<file path="config.mk">
export PLATFORM = sky130hd
export DESIGN_NAME = traffic_phase_scheduler
export DESIGN_NICKNAME = d
export VERILOG_FILES = /design/src/rtl/traffic_phase_scheduler.sv
export SDC_FILE = /design/constraint.sdc
export NUM_CORES = 1
export LEC_CHECK = 0
export ABC_AREA = 1
export CAP_MARGIN = 10
export CORE_MARGIN = 8
export CORE_UTILIZATION = 48
export DETAILED_ROUTE_END_ITERATION = 7
export GPL_TIMING_DRIVEN = 0
export PLACE_DENSITY = 0.85
export SLEW_MARGIN = 25
export SYNTH_ARGS = -nofsm -noshare
export SYNTH_HDL_FRONTEND = slang
export SYNTH_SLANG_ARGS = --single-unit
</file>
<file path="constraint.sdc">
create_clock -name clk -period 1.93 [get_ports clk]
set_clock_uncertainty 0.2 [all_clocks]
set_input_delay 0.386 -clock clk [delete_from_list [all_inputs] [get_ports clk]]
set_output_delay 0.386 -clock clk [all_outputs]
set_load 0.02 [all_outputs]
</file>
<file path="src/rtl/traffic_phase_scheduler.sv">
// traffic_phase_scheduler
// Phase sequencer for a four-way junction. MAIN is the resting phase; turn,
// side and pedestrian requests are latched and served one at a time in
// round-robin order. Each served phase gets one green, then yellow and
// all-red clearance, and control always returns to MAIN. All timing is in
// clk cycles.
module traffic_phase_scheduler #(
  parameter int T_MAIN_MIN = 7,
  parameter int T_TURN     = 3,
  parameter int T_SIDE     = 5,
  parameter int T_WALK     = 4,
  parameter int T_YELLOW   = 3,
  parameter int T_ALLRED   = 1,
  parameter int CW         = 4
) (
  input  logic       clk,
  input  logic       rst,
  input  logic       req_turn,
  input  logic       req_side,
  input  logic       req_ped,
  output logic [2:0] light_M1,
  output logic [2:0] light_M2,
  output logic [2:0] light_MT,
  output logic [2:0] light_S,
  output logic       walk,
  output logic [2:0] pending,
  output logic [2:0] grant,
  output logic [1:0] phase
);

  typedef enum logic [1:0] {
    ST_GREEN  = 2'd0,
    ST_YELLOW = 2'd1,
    ST_ALLRED = 2'd2
  } state_t;

  typedef enum logic [1:0] {
    PH_MAIN = 2'd0,
    PH_TURN = 2'd1,
    PH_SIDE = 2'd2,
    PH_PED  = 2'd3
  } phase_t;

  // Lamp encoding {R,Y,G}, one-hot.
  localparam logic [2:0] LT_R = 3'b100;
  localparam logic [2:0] LT_Y = 3'b010;
  localparam logic [2:0] LT_G = 3'b001;

  // Last counter value of each interval (the interval lasts value+1 cycles).
  localparam logic [CW-1:0] C_MAIN_LAST   = CW'(T_MAIN_MIN - 1);
  localparam logic [CW-1:0] C_TURN_LAST   = CW'(T_TURN - 1);
  localparam logic [CW-1:0] C_SIDE_LAST   = CW'(T_SIDE - 1);
  localparam logic [CW-1:0] C_WALK_LAST   = CW'(T_WALK - 1);
  localparam logic [CW-1:0] C_YELLOW_LAST = CW'(T_YELLOW - 1);
  localparam logic [CW-1:0] C_ALLRED_LAST = CW'(T_ALLRED - 1);

  state_t        r_state, w_state_nxt;
  phase_t        r_phase, w_phase_nxt;
  phase_t        r_next_phase, w_next_phase_nxt;
  phase_t        r_rr, w_rr_nxt;
  phase_t        w_win;
  logic [CW-1:0] r_cnt, w_cnt_nxt;
  logic [CW-1:0] w_green_last;
  logic [2:0]    r_pending, w_pending_nxt;
  logic [2:0]    w_clr;
  logic [2:0]    w_grant;
  logic          w_enter_green;

  // Round-robin pick: first pending request at or after the rr pointer.
  always_comb begin
    case (r_rr)
      PH_SIDE: w_win = r_pending[1] ? PH_SIDE : (r_pending[2] ? PH_PED  : PH_TURN);
      PH_PED:  w_win = r_pending[2] ? PH_PED  : (r_pending[0] ? PH_TURN : PH_SIDE);
      default: w_win = r_pending[0] ? PH_TURN : (r_pending[1] ? PH_SIDE : PH_PED);
    endcase
  end

  // Green length of the current served phase.
  always_comb begin
    case (r_phase)
      PH_TURN: w_green_last = C_TURN_LAST;
      PH_SIDE: w_green_last = C_SIDE_LAST;
      PH_PED:  w_green_last = C_WALK_LAST;
      default: w_green_last = C_MAIN_LAST;
    endcase
  end

  // Next-state logic: green/yellow/all-red sequencing and arbitration.
  always_comb begin
    // NOTE: every signal gets a default first so no path leaves it unassigned (no latch).
    w_state_nxt      = r_state;
    w_phase_nxt      = r_phase;
    w_cnt_nxt        = r_cnt + CW'(1);
    w_next_phase_nxt = r_next_phase;
    w_rr_nxt         = r_rr;
    w_enter_green    = 1'b0;
    case (r_state)
      ST_GREEN: begin
        if (r_phase == PH_MAIN) begin
          if (r_cnt >= C_MAIN_LAST && |r_pending) begin
            w_state_nxt      = ST_YELLOW;
            w_cnt_nxt        = '0;
            w_next_phase_nxt = w_win;
            case (w_win)
              PH_TURN: w_rr_nxt = PH_SIDE;
              PH_SIDE: w_rr_nxt = PH_PED;
              default: w_rr_nxt = PH_TURN;
            endcase
          end else if (r_cnt >= C_MAIN_LAST) begin
            // Hold at the minimum so a later request preempts at once.
            w_cnt_nxt = r_cnt;
          end
        end else if (r_cnt == w_green_last) begin
          w_state_nxt = ST_YELLOW;
          w_cnt_nxt   = '0;
        end
      end
      ST_YELLOW: begin
        if (r_cnt == C_YELLOW_LAST) begin
          w_state_nxt = ST_ALLRED;
          w_cnt_nxt   = '0;
        end
      end
      ST_ALLRED: begin
        if (r_cnt == C_ALLRED_LAST) begin
          w_state_nxt = ST_GREEN;
          w_cnt_nxt   = '0;
          if (r_phase == PH_MAIN) begin
            w_phase_nxt   = r_next_phase;
            w_enter_green = 1'b1;
          end else begin
            w_phase_nxt = PH_MAIN;
          end
        end
      end
      default: begin
        w_state_nxt = ST_GREEN;
        w_phase_nxt = PH_MAIN;
        w_cnt_nxt   = '0;
      end
    endcase
  end

  // Request latching; the served bit clears on the edge its green begins.
  always_comb begin
    w_clr = 3'b000;
    if (w_enter_green) begin
      case (r_next_phase)
        PH_TURN: w_clr = 3'b001;
        PH_SIDE: w_clr = 3'b010;
        PH_PED:  w_clr = 3'b100;
        default: w_clr = 3'b000;
      endcase
    end
    w_pending_nxt = (r_pending | {req_ped, req_side, req_turn}) & ~w_clr;
  end

  // Grant pulse on the first green cycle of a served phase.
  always_comb begin
    w_grant = 3'b000;
    if (r_state == ST_GREEN && r_cnt == '0) begin
      case (r_phase)
        PH_TURN: w_grant = 3'b001;
        PH_SIDE: w_grant = 3'b010;
        PH_PED:  w_grant = 3'b100;
        default: w_grant = 3'b000;
      endcase
    end
  end

  // Lamp decode from state and phase; anything outside the green set is red.
  always_comb begin
    logic [2:0] w_on;
    light_M1 = LT_R;
    light_M2 = LT_R;
    light_MT = LT_R;
    light_S  = LT_R;
    walk     = 1'b0;
    w_on     = (r_state == ST_GREEN) ? LT_G : LT_Y;
    if (r_state != ST_ALLRED) begin
      case (r_phase)
        PH_MAIN: begin
          light_M1 = w_on;
          light_M2 = w_on;
        end
        PH_TURN: begin
          light_M1 = w_on;
          light_MT = w_on;
        end
        PH_SIDE: light_S = w_on;
        default: walk = (r_state == ST_GREEN);
      endcase
    end
  end

  // State registers with synchronous active-low reset; reset aborts any phase.
  always_ff @(posedge clk) begin
    // NOTE: sequential state uses non-blocking assignments so every register sees pre-edge values.
    if (!rst) begin
      r_state      <= ST_GREEN;
      r_phase      <= PH_MAIN;
      r_cnt        <= '0;
      r_pending    <= 3'b000;
      r_rr         <= PH_TURN;
      r_next_phase <= PH_TURN;
    end else begin
      r_state      <= w_state_nxt;
      r_phase      <= w_phase_nxt;
      r_cnt        <= w_cnt_nxt;
      r_pending    <= w_pending_nxt;
      r_rr         <= w_rr_nxt;
      r_next_phase <= w_next_phase_nxt;
    end
  end

  assign pending = r_pending;
  assign grant   = w_grant;
  assign phase   = r_phase;

endmodule

</file>
Word level (Yosys, flattened, before mapping)
Cells that the tools add are included.
Operators by class
  $lt $le $gt $ge: 1
  multiplexer cells: 43
  reductions and logical operators: 12
  bitwise operators: 4
  $add $sub $neg: 1
  equal/unequal tests: 20
Operator list (number)
  $mux 3: 10
  $pmux 3 s3: 3
  $mux 2: 13
  $mux 4: 6
  $eq 2x2->1 const B: 8
  $pmux 2 s2: 3
  $pmux 4 s3: 1
  $eq 2x1->1 const B: 4
  $mux 1: 6
  $ne 2x2->1 const B: 3
  $ne 3x3->1 const B: 2
  $pmux 2 s3: 1
  $reduce_or 3->1: 2
  $add 4x1->4 const B: 1
  $eq 4x2->1 const B: 1
  $eq 4x4->1: 1
  $ge 4x3->1 const B: 1
  $logic_not 2->1: 2
  $logic_not 4->1: 1
  $ne 4x4->1 const B: 1
  $reduce_and 4->1: 1
  $reduce_or 2->1: 2
  $and 3x3->3: 1
  $not 3->3: 1
  5 further kinds: 6
Storage, ports and cells
  bits of input ports: 5
  output and inout bits: 21
  bits in registers: 15
  word-level logic and storage cells: 87

Logic depth before layout (Yosys ltp)
  word-level depth: 7
  gate-level depth with buffers: 11
  mapped depth without buffers: 11

Worst setup path after synthesis
Ideal clock, no wire load.
  path kind: register to output
  start: reg r_phase[0], in the netlist phase[0]
  end: out grant[0]
  cell stages (with the launch flop): 5
  path slack: 0.036 ns
  data arrival time: 1.308 ns
  required time: 1.344 ns
  path buffers: 0
  cells stage by stage: dfxtp_1 > inv_2 > nor2_1 > inv_1 > nor3_1
Between the ends
  cells in the longest elaborated chain, start to end: 3
  elaborated cells on any way between the ends: 5
  classes of those cells: eq/ne: 3; mux: 2
Ends and longest elaborated chain
  start: declaration: RTL line 58  | phase_t r_phase, w_phase_nxt;
  start signal: assignment: RTL line 208  | r_phase <= w_phase_nxt;
  $eq 2x2->1 or $eq 2x1->1 (tied branches): RTL line 162  | case (r_phase)
  $pmux 3 s3 *: RTL line 162
  $mux 3 *: RTL line 161  | if (r_state == ST_GREEN && r_cnt == '0) begin
  end: declaration: RTL line 27  | output logic [2:0] grant,
Mark *: on every way between the ends. The rest lies on a longest branch, timed or not.

Worst setup path in the final report
  start: reg r_cnt[0]
  end: out grant[0]
Between the ends
  cells in the longest elaborated chain, start to end: 3
Ends and longest elaborated chain
  start: declaration: RTL line 62  | logic [CW-1:0] r_cnt, w_cnt_nxt;
  start signal: assignment: RTL line 209  | r_cnt <= w_cnt_nxt;
  $logic_not 4->1: RTL line 161
  $logic_and 1x1->1: RTL line 161
  $mux 3: RTL line 161
No other way between the ends.

==> flow_summary.toml <==
[status]
status = "finished clean"

[clock_tree]
cts_tree = "built"
clock_latency_ns = 0.29
clockRootBuffer = "clkbuf_4"
path_clk_slew_ns = 0.10
numCtsBuffers = 3
cts_num_sinks = 15
htreeDepth = 1
cts_buffer_depth = 2

[setup_path]
start_kind = "register"
path_class = "reg -> out"
slowest_stage = "dfxtp_4"
crit_path_max_fanout = 7
max_stage_delay_ns = 0.38
critPathTopFamily = "flip-flops"
critPathCaptureType = "output pin"
crit_arrival_ns = 1.32
worstPathCellList = "inv_4 -> ha_4 -> nand2_4 -> nor3_2 -> buf_4"
critPathBufInv = 2
required_ns = 1.34

[synthesis]
synth_commonest_cells = "34 x nand2_1, 24 x nor2_1, 16 x inv_1, 15 x a21oi_1, 15 x dfxtp_1"
synth.distinct_cells = 28
synth_async_sr_flop_share_pct = 0
synth_top_area_share_pct = 28.3
syn_area_sq_um = 1060
ys_ff_latch = 15
synth_nets = 170
synthCells = 161
synth.top_cells.by_area = "dfxtp_1 28%, nand2_1 12%, nor2_1 8.5%"
synth-edff-count = 0
ys_seq_area_share_pct = 28.3
yosys.area.top_type = "dfxtp_1"
avgSynthCellArea_sq_um = 6.60
yosysMostFrequentCell = "nand2_1"
synth_ff_type = "dfxtp_1"
yosysWarnings = 0

[die]
coreArea_sq_um = 2150
die_area_sq_um = 3970
initial_core_util_pct = 49.4
die_y_um = 63.0
pin_count = 26
die_w_um = 63.0
rows = 17

[min_path]
worstHoldPathType = "reg -> reg"

[cells_and_area]
syn2layout_area_growth_pct = 32.2
fillers = 186
final_util_pct = 65.3
diodes = 0
final_nets = 201
layout-drive-gt1-share_pct = 31.4

[global_route]
grt_usage_pct = 14.1
grt_pass1_vias = 1028
grt_start_max_net_pins = 11
grt_overflow = 0
grt_pass1_wl_mm = 4.66
grt_antenna_before_repair = 0

[drt]
ant_nets = 0
dr_total_vias = 1131
drtIter0Drc = 83
drt-total-wl_mm = 2.86
drc = 0
wire_per_inst_um = 13.1
via_per_inst = 5.16
dr.pass1.iters = 4

[placement]
io_buffers = 25
place_congestion = 0.820
place_ws_ns = -0.251
hpwl_mm = 2.10

[sta]
drv_slew = 0
layout_setup_ws_ns = 0.0196
finalCriticalPeriod_ns = 1.91
whs_ns = 0.306
worst_pin_slew_ns = 0.301
fmax_mhz = 523
finalSetupViolations = 0
slew_headroom_pct = 79.9
hold_viol = 0
fin_crit_sh_pct = 99.0
grt_setup_unrepaired = "yes"

[job]
max-cap-violations = 0

[pwr]
p_leak_uw = 0.000711
irDropWorstVdd_uv = 525
cellPowerDensity_nw_per_um2 = 823
==> worst paths after layout <==
| path | end | cells after the start | from | slack (ns) |
|---|---|---|---|---|
| max | grant[0] | 5 | r_cnt[0]$_SDFFE_PN0P_ | 0.02 |
| min | r_next_phase[0]$_SDFFE_PN1P_ | 2 | r_next_phase[0]$_SDFFE_PN1P_ | 0.31 |
| max reg2reg | r_cnt[2]$_SDFFE_PN0P_ | 10 | r_cnt[0]$_SDFFE_PN0P_ | 0.30 |
| min reg2reg | r_next_phase[0]$_SDFFE_PN1P_ | 2 | r_next_phase[0]$_SDFFE_PN1P_ | 0.31 |
==> stage by stage <==
step / TNS, ns / area [sq um] / power (uW) / std cells
global route: -0.0501 / 1400 / 1240 / 219
global placement: -0.962 / 1350 / 868 / 214
CTS: -0.0507 / 1370 / 1090 / 218
finish: 0 / 1400 / 1160 / 219
detailed placement: -1.21 / 1350 / 895 / 214
floorplan: 0 / 1060 / 749 / 161
==> timing repair <==
action,4_1_cts,5_1_grt
resized for setup,54,33
endpoints found under the hold margin,0,0
setup endpoints to repair,18,17
hold buffers,0,0
setup buffers,0,1
pin swaps,1,1
==> metal layers <==
layer / wire length, um / track usage, % / up-vias / part of all wire (%)
li1: - / - / 573 / -
met1: 1190 / 15.6 / 506 / 41
met2: 1390 / 23.7 / 43 / 48
met5: 0 / 0 / - / 0
met4: 64 / 7.69 / 0 / 2.2
met3: 223 / 3.94 / 9 / 7.8
==> cell type report <==
class	instances	area, sq um	share of cell area, %
multi-input cells	118	699	49.8
flip-flops and latches	15	314	22.4
repair buffers	26	206	14.7
inverters	27	110	7.84
well taps	28	35.0	2.50
clock buffers	3	22.5	1.60
plain buffers	1	11.3	0.802
clock inverters	1	5.00	0.357
==> state kept, by name (all words and copies together), names as in the netlist <==
name,cells
pending,3
phase,2
r_cnt,4
r_next_phase,2
r_rr,2
r_state,2
==> where the power goes <==
group | total, uW | internal [uW] | switching (uW)
sequential | 425 | 359 | 66.2
clock | 187 | 77.2 | 110
combinational | 543 | 199 | 344
==> cells in the final DEF, fill, tap and decap left out, types with 2 or more instances in the layout <==
cell type,count
a211oi_1,2
a21oi_1,15
buf_2,2
buf_4,6
clkbuf_2,7
clkbuf_4,3
clkdlybuf4s50_1,5
clkinv_2,2
dfxtp_1,10
dfxtp_2,2
dfxtp_4,3
dlygate4sd2_1,2
dlymetal6s2s_1,3
ha_1,3
inv_1,14
inv_2,8
inv_4,3
nand2_1,34
nand2_2,4
nand3_1,6
nand3_2,2
nand3_4,2
nor2_1,23
nor2_4,4
nor3_2,4
o21ai_0,7
o21ai_1,3
==> kinds of logic after synthesis <==
group	Yosys count	synth area share (%)
compound gates	29	14.7
fa+ha+maj	4	4.71
buf+inv	28	11.0
flops	15	28.3
simple gates	85	41.3
==> worst min-delay path, stage by stage, from the launching register on <==
cell and delay [ns]:
dfxtp_1 0.33, nand2_1 0.06, nand3_1 0.06
(Power assumes the default switching activity.)
